==> config.mk <==
export PLATFORM = sky130hd
export DESIGN_NAME = tt_um_suba
export DESIGN_NICKNAME = d
export VERILOG_FILES = /design/src/rtl/tt_um_suba_pkg.sv /design/src/rtl/tt_um_suba_spi_sclk_gen.sv /design/src/rtl/tt_um_suba.sv
export SDC_FILE = /design/constraint.sdc
export NUM_CORES = 1
export LEC_CHECK = 0
export CORE_MARGIN = 1
export CORE_UTILIZATION = 55
export CTS_CLUSTER_DIAMETER = 120
export CTS_CLUSTER_SIZE = 8
export DETAILED_ROUTE_END_ITERATION = 12
export PLACE_DENSITY = 0.77
export SETUP_SLACK_MARGIN = 0.02
export SLEW_MARGIN = 20
export SYNTH_ARGS = -nofsm -noshare
export SYNTH_HDL_FRONTEND = slang
export SYNTH_SLANG_ARGS = --single-unit
==> constraint.sdc <==
create_clock -name clock_in -period 3 [get_ports clock_in]
set_input_delay 0.3 -clock clock_in [delete_from_list [all_inputs] [get_ports clock_in]]
set_output_delay 0.3 -clock clock_in [all_outputs]
set_load 0.03 [all_outputs]
==> src/rtl/tt_um_suba_pkg.sv <==
// Shared constants and FSM state type for the tt_um_suba SPI block.
package tt_um_suba_pkg;

  localparam int unsigned DATA_W = 8;
  localparam int unsigned CNT_W  = 4;

  localparam logic [DATA_W-1:0] MATCH_BYTE_DEF = 8'hAC;
  localparam logic [DATA_W-1:0] TX_BYTE_DEF    = 8'h5A;

  typedef enum logic [1:0] {
    StIdle  = 2'd0,
    StShift = 2'd1,
    StDone  = 2'd2
  } state_e;

endpackage

==> src/rtl/tt_um_suba_spi_sclk_gen.sv <==
// SPI clock divider: toggles sclk every CLK_DIV enabled cycles and flags each toggle
// with single-cycle rise/fall strobes that coincide with the toggling edge.
module spi_sclk_gen #(
  parameter int unsigned CLK_DIV = 1
) (
  input  logic i_clk,
  input  logic i_rst_n,
  input  logic i_en,
  output logic o_sclk,
  output logic o_rise,
  output logic o_fall
);

  localparam logic [7:0] DivLast = 8'(CLK_DIV - 1);

  logic [7:0] r_div;
  logic       r_sclk;
  logic       w_tick;

  assign w_tick = i_en && (r_div == DivLast);

  always_ff @(posedge i_clk or negedge i_rst_n) begin
    if (!i_rst_n) begin
      r_div  <= '0;
      r_sclk <= 1'b0;
    end else if (!i_en) begin
      r_div  <= '0;
      r_sclk <= 1'b0;
    end else if (w_tick) begin
      r_div  <= '0;
      r_sclk <= ~r_sclk;
    end else begin
      r_div <= r_div + 8'd1;
    end
  end

  assign o_sclk = r_sclk;
  assign o_rise = w_tick & ~r_sclk;
  assign o_fall = w_tick & r_sclk;

endmodule

==> src/rtl/tt_um_suba.sv <==
// SPI slave that generates its own sclk, shifts a byte each way while cs is low and
// lights led on MATCH_BYTE. Define SPI_LOOPBACK_EN to echo the last received byte on miso.
module tt_um_suba
  import tt_um_suba_pkg::*;
#(
  parameter int unsigned        CLK_DIV    = 1,
  parameter logic [DATA_W-1:0]  MATCH_BYTE = MATCH_BYTE_DEF,
  parameter logic [DATA_W-1:0]  TX_BYTE    = TX_BYTE_DEF
) (
  input  logic clock_in,
  input  logic rs,
  input  logic cs,
  input  logic mosi,
  output logic sclk,
  output logic miso,
  output logic led
);

  state_e            r_state;
  state_e            w_state_next;
  logic [DATA_W-1:0] r_rx;
  logic [DATA_W-1:0] r_tx;
  logic [DATA_W-1:0] r_rx_byte;
  logic [CNT_W-1:0]  r_cnt;
  logic              r_seen;
  logic [DATA_W-1:0] w_tx_load;
  logic              w_sclk_en;
  logic              w_sclk;
  logic              w_rise;
  logic              w_fall;

  // Divider only runs while actually shifting; dropping cs stops it at once.
  assign w_sclk_en = (r_state == StShift) && !cs;

  spi_sclk_gen #(
    .CLK_DIV (CLK_DIV)
  ) u_sclk_gen (
    .i_clk   (clock_in),
    .i_rst_n (rs),
    .i_en    (w_sclk_en),
    .o_sclk  (w_sclk),
    .o_rise  (w_rise),
    .o_fall  (w_fall)
  );

`ifdef SPI_LOOPBACK_EN
  // In DONE the freshly received byte is reloaded before it lands in r_rx_byte.
  assign w_tx_load = (r_state == StDone) ? r_rx : r_rx_byte;
`else
  assign w_tx_load = TX_BYTE;
`endif

  always_comb begin
    w_state_next = r_state;
    unique case (r_state)
      StIdle: begin
        if (!cs) w_state_next = StShift;
      end
      StShift: begin
        if (cs) begin
          w_state_next = StIdle;
        end else if (w_fall && (r_cnt == CNT_W'(DATA_W))) begin
          w_state_next = StDone;
        end
      end
      StDone: begin
        w_state_next = cs ? StIdle : StShift;
      end
      default: w_state_next = StIdle;
    endcase
  end

  always_ff @(posedge clock_in or negedge rs) begin
    if (!rs) begin
      r_state <= StIdle;
    end else begin
      r_state <= w_state_next;
    end
  end

  always_ff @(posedge clock_in or negedge rs) begin
    if (!rs) begin
      r_rx      <= '0;
      r_tx      <= '0;
      r_rx_byte <= '0;
      r_cnt     <= '0;
      r_seen    <= 1'b0;
    end else begin
      unique case (r_state)
        StIdle: begin
          r_rx  <= '0;
          r_cnt <= '0;
          if (!cs) r_tx <= w_tx_load;
        end
        StShift: begin
          if (cs) begin
            r_rx  <= '0;
            r_tx  <= '0;
            r_cnt <= '0;
          end else begin
            if (w_rise) begin
              r_rx  <= {r_rx[DATA_W-2:0], mosi};
              r_cnt <= r_cnt + CNT_W'(1);
            end
            if (w_fall) r_tx <= {r_tx[DATA_W-2:0], 1'b0};
          end
        end
        StDone: begin
          r_rx_byte <= r_rx;
          r_seen    <= 1'b1;
          r_rx      <= '0;
          r_cnt     <= '0;
          r_tx      <= cs ? '0 : w_tx_load;
        end
        default: ;
      endcase
    end
  end

  assign sclk = w_sclk;
  assign miso = r_tx[DATA_W-1];
  // r_seen keeps led low after reset even if MATCH_BYTE is 0x00.
  assign led  = r_seen && (r_rx_byte == MATCH_BYTE);

endmodule

Yosys cells after proc, flatten, opt, wreduce, memory -nomap -nowiden. Cells that the tools add are included.

Bits of input ports: 4. Logic and storage cells: 55. Output and inout bits: 3. Bits in registers: 40.

$add $sub $neg: 2. Muxes and demuxes: 20. Reductions and logical operators: 13. Bitwise logic cells: 3. Eq/ne operators: 9.

Operators with widths (count): 2-to-1 mux 8 bit (7); case mux 8 bit (3 select lines) (1); case mux 8 bit (2 select lines) (1); adder 8 x 1 -> 8 bit (second input constant) (1); equality test 8 bit (second input constant) (1); zero test 8 bit (1); 2-to-1 mux 4 bit (2); case mux 4 bit (2 select lines) (1); 2-to-1 mux 7 bit (1); 2-to-1 mux 2 bit (3); != test 3 x 2 -> 1 bit (second input constant) (2); case mux 2 bit (3 select lines) (1); adder 4 x 1 -> 4 bit (second input constant) (1); equality test 4 bit (second input constant) (1); logical AND 1 bit (4); != test 2 bit (second input constant) (2); AND reduction 2 bit (2); 2-to-1 mux 1 bit (3); != test 3 bit (second input constant) (1); AND reduction 3 bit (1); nonzero test 3 bit (1); AND 1 bit (2); equality test 2 x 1 -> 1 bit (second input constant) (1); equality test 2 bit (second input constant) (1); 5 further kinds (5).

Longest topological paths before layout.
Depth after elaboration: 8. Mapped depth: 7. Gate-level depth less buffers: 6.

Cells and area by module. Synthesis repeated with hierarchy kept, for this count alone.

Cell total of the unflattened synthesis: 160. Area total of the unflattened synthesis: 1886.8 µm².

Modules (own cells, without submodules): tt_um_suba (seq. area each 750.7 µm², times used 1, cells each 111, area each 1435.1 µm²); spi_sclk_gen (seq. area each 225.2 µm², times used 1, cells each 49, area each 451.7 µm²).

Worst setup path before layout. No wires, ideal clock.

Path type: reg2out. From: register r_rx_byte[4]. To: output led. Arrival time: 1.773 ns. Setup slack: 0.927 ns. Data required time: 2.700 ns. Stages on the path, launching flop included: 4. Buffers on the path: 0. Cells stage by stage: dfrtp_1 > nor4bb_1 > nand3_1 > nor4b_1.

Longest elaborated chain between the ends: 2.

RTL lines: from (decl) (line tt_um_suba.sv:23) `logic [DATA_W-1:0] r_rx_byte;`; from (signal assigned) (line tt_um_suba.sv:109) `r_rx_byte <= r_rx;`; equality test 8 bit (line tt_um_suba.sv:123) `assign led = r_seen && (r_rx_byte == MATCH_BYTE);`; logical AND 1 bit (line tt_um_suba.sv:123); to (decl) (line tt_um_suba.sv:16) `output logic led`.

No other way between the ends.

Final worst setup path. Ends and elaborated chain as after synthesis.

==> reports/results.ini <==
[yosys]
syn_area_um2=1890
yosysTopAreaCell=dfrtp_1
synth_top_family_by_area=simple AND/OR/NAND/NOR gates
synthesis.nets=187
synth_mux_area_share_pct=7.68
yosysSeqAreaShare_pct=51.6
synthAdderAreaFrac_pct=5.96
ys_ff_latch=39
yosysWarnings=0
synth_cells=174
synth-simple-area-share_pct=16.6
syn_area_per_cell_um2=10.9
synthFlopType=dfrtp_1
synth_area_leaders=dfrtp_1, mux2_2, o21ai_0, ha_1, nand2_1
synthArstFlopShare_pct=100
synth_top_area_share_pct=51.6
synth-edff-count=0
yosysUniqueCellTypes=41
synth-compound-area-share_pct=11.4
synth_xor_area_share_pct=3.24

[placed_design]
gp_congestion=0.861
io_buffer_count=6
post-place-cells=222
dp_hpwl_mm=2.45

[power]
ir_worst_vdd_uv=404
power_density_nw_per_um2=655
cellLeakagePower_uw=0.000955
power_uw=1380

[sta]
finalSetupViolCount=0
fin_crit_sh_pct=81.7
hold_violations=0
fmaxAchievable_ghz=0.408
rsz0062_at_grt=false
finalCriticalPeriod_ps=2450
finalClockSkew_ps=7.67
setup-tns-final_ps=0
relSlewSlack_pct=42.6
worst_slew_pin_slew_ps=862
slew_violations=0

[floorplanning]
die_area_um2=3680
start_util_pct=60.0
coreArea_um2=3150
io_pins=7
dieWidth_um=60.6
row_count=20
die_y_um=60.6

[final_layout]
diodes=0
layout_commonest_cell=dfrtp_1
final_cell_mix=dfrtp_1, o21ai_0, nand2_1
syn_to_final_growth_pct=11.1
drive_above_1_share_pct=16.1
nFillCells=263
layoutNonFillerInstCount=230
fin_nets=198

[clocking]
numClockSinks=39
clk_pin_slew_worst_paths_ps=120
htreeDepth=2
clk_latency_ps=350
cts_tree=built
cts_hold_buf=0
cts_root_buffer=clkbuf_4
clock_path_buffers=2
cts_setup_buffers=0
cts_resized=0
cts_buffers=5

[grt]
grt_pass1_vias=1291
grt_pass1_wl_mm=6.04
grt_antenna_before_repair=0
grt_overflow_total=0
grt_max_degree=40
grt_use_total_pct=22.8

[worst_setup_path]
crit_type=flip-flop to output pin
cp-end-kind=output pin
worstPathRequired_ps=2700
crit_arrival_ps=2150
crit_path_max_fanout=2
worst_setup_path_start_kind=flip-flop

[drt]
vias=1295
ant_nets=0
dr.pass1.iters=4
wl_mm=3.51
viasPerCell=5.63
drt_iter0_drc=69
wl_per_cell_um=15.2
drc=0

[outcome]
status=finished clean

[flow_run]
maxCapViolCount=0

[worst_hold_path]
hp-class=input pin to async pin

[logic make-up (layout without fill, tap and decap cells)]
group / after synthesis / count (layout)
muxes: 13 / 13
xor gates and xnor gates: 7 / 7
DFF: 39 / 39
adders and majority gates: 9 / 9
buffers and inverters: 17 / 29
AOI/OAI and AO/OA: 35 / 35
and+or+nand+nor: 54 / 54
[where the power goes]
part           leakage (µW)  switching (µW)  internal (µW)
clock network     0.0000525             176            260
logic              0.000372             176            138
registers          0.000530            44.5            582
total              0.000955             396            980
[synth_stat cells (2+ instances only)]
master,number
or3_1,2
a21oi_1,2
nor4bb_1,2
xor2_1,4
nand2_1,15
o31ai_1,2
ha_1,9
clkbuf_1,2
and3_1,2
nand3_1,5
inv_1,13
mux2_2,12
xnor2_1,3
o21ai_0,23
nand4_1,2
nor2_1,10
o211ai_1,3
nand2b_1,2
dfrtp_1,39
[routing by layer]
metal | global-route usage (%) | routed length, µm | part of all wire [%] | vias to the layer above
li1 | - | - | - | 628
met2 | 34.4 | 1680 | 48 | 22
met1 | 31.8 | 1680 | 48 | 643
met5 | 0 | 0 | 0 | -
met4 | 6.82 | 17 | 0.49 | 0
met3 | 7.04 | 125 | 3.6 | 2
[worst paths after layout]
kind,startpoint,end,slack (ps),cells past startpoint
setup reg to reg,r_state[0],r_cnt[0],950,5
hold / removal,rs,u_sclk_gen.r_div[7],50,1
hold reg to reg,r_seen,r_seen,500,1
setup / recovery,r_rx_byte[4],led,550,4
max in group asynchronous,rs,r_rx[7],2410,1
min in group clock_in,r_seen,r_seen,500,1
[sequential cells by signal, indices dropped and copies added (netlist names)]
register / flops
r_cnt: 4
r_rx: 8
r_rx_byte: 8
r_seen: 1
r_state: 2
r_tx: 7
u_sclk_gen.o_sclk: 1
u_sclk_gen.r_div: 8
[layout make-up]
class,count,area (µm²),area share (%)
sequential,39,976,46.5
inverter,13,48.8,2.32
multi-input combinational,118,850,40.4
clock inverter,2,60.1,2.86
timing repair buffer,8,70.1,3.34
tap,44,55.1,2.62
clock buffer,6,41.3,1.97
[worst max-delay path, cell delays in order, from the launching register on]
cell and delay, ps:
dfrtp_1 400, nor4bb_1 280, nand3_1 130, nor4b_1 280, clkdlybuf4s50_1 710
[stage by stage]
stage	utilization, %	hold slack, ps	cell area, µm²	setup WS [ps]
2_1_floorplan	-	4.41	1890	927
3_3_place_gp	63.4	437	2000	927
3_5_place_dp	63.4	452	2000	847
4_1_cts	66.6	64.0	2100	528
5_1_grt	66.6	105	2100	388
6_report	66.6	49.1	2100	549
No activity file was read; power rests on OpenSTA's default activity.
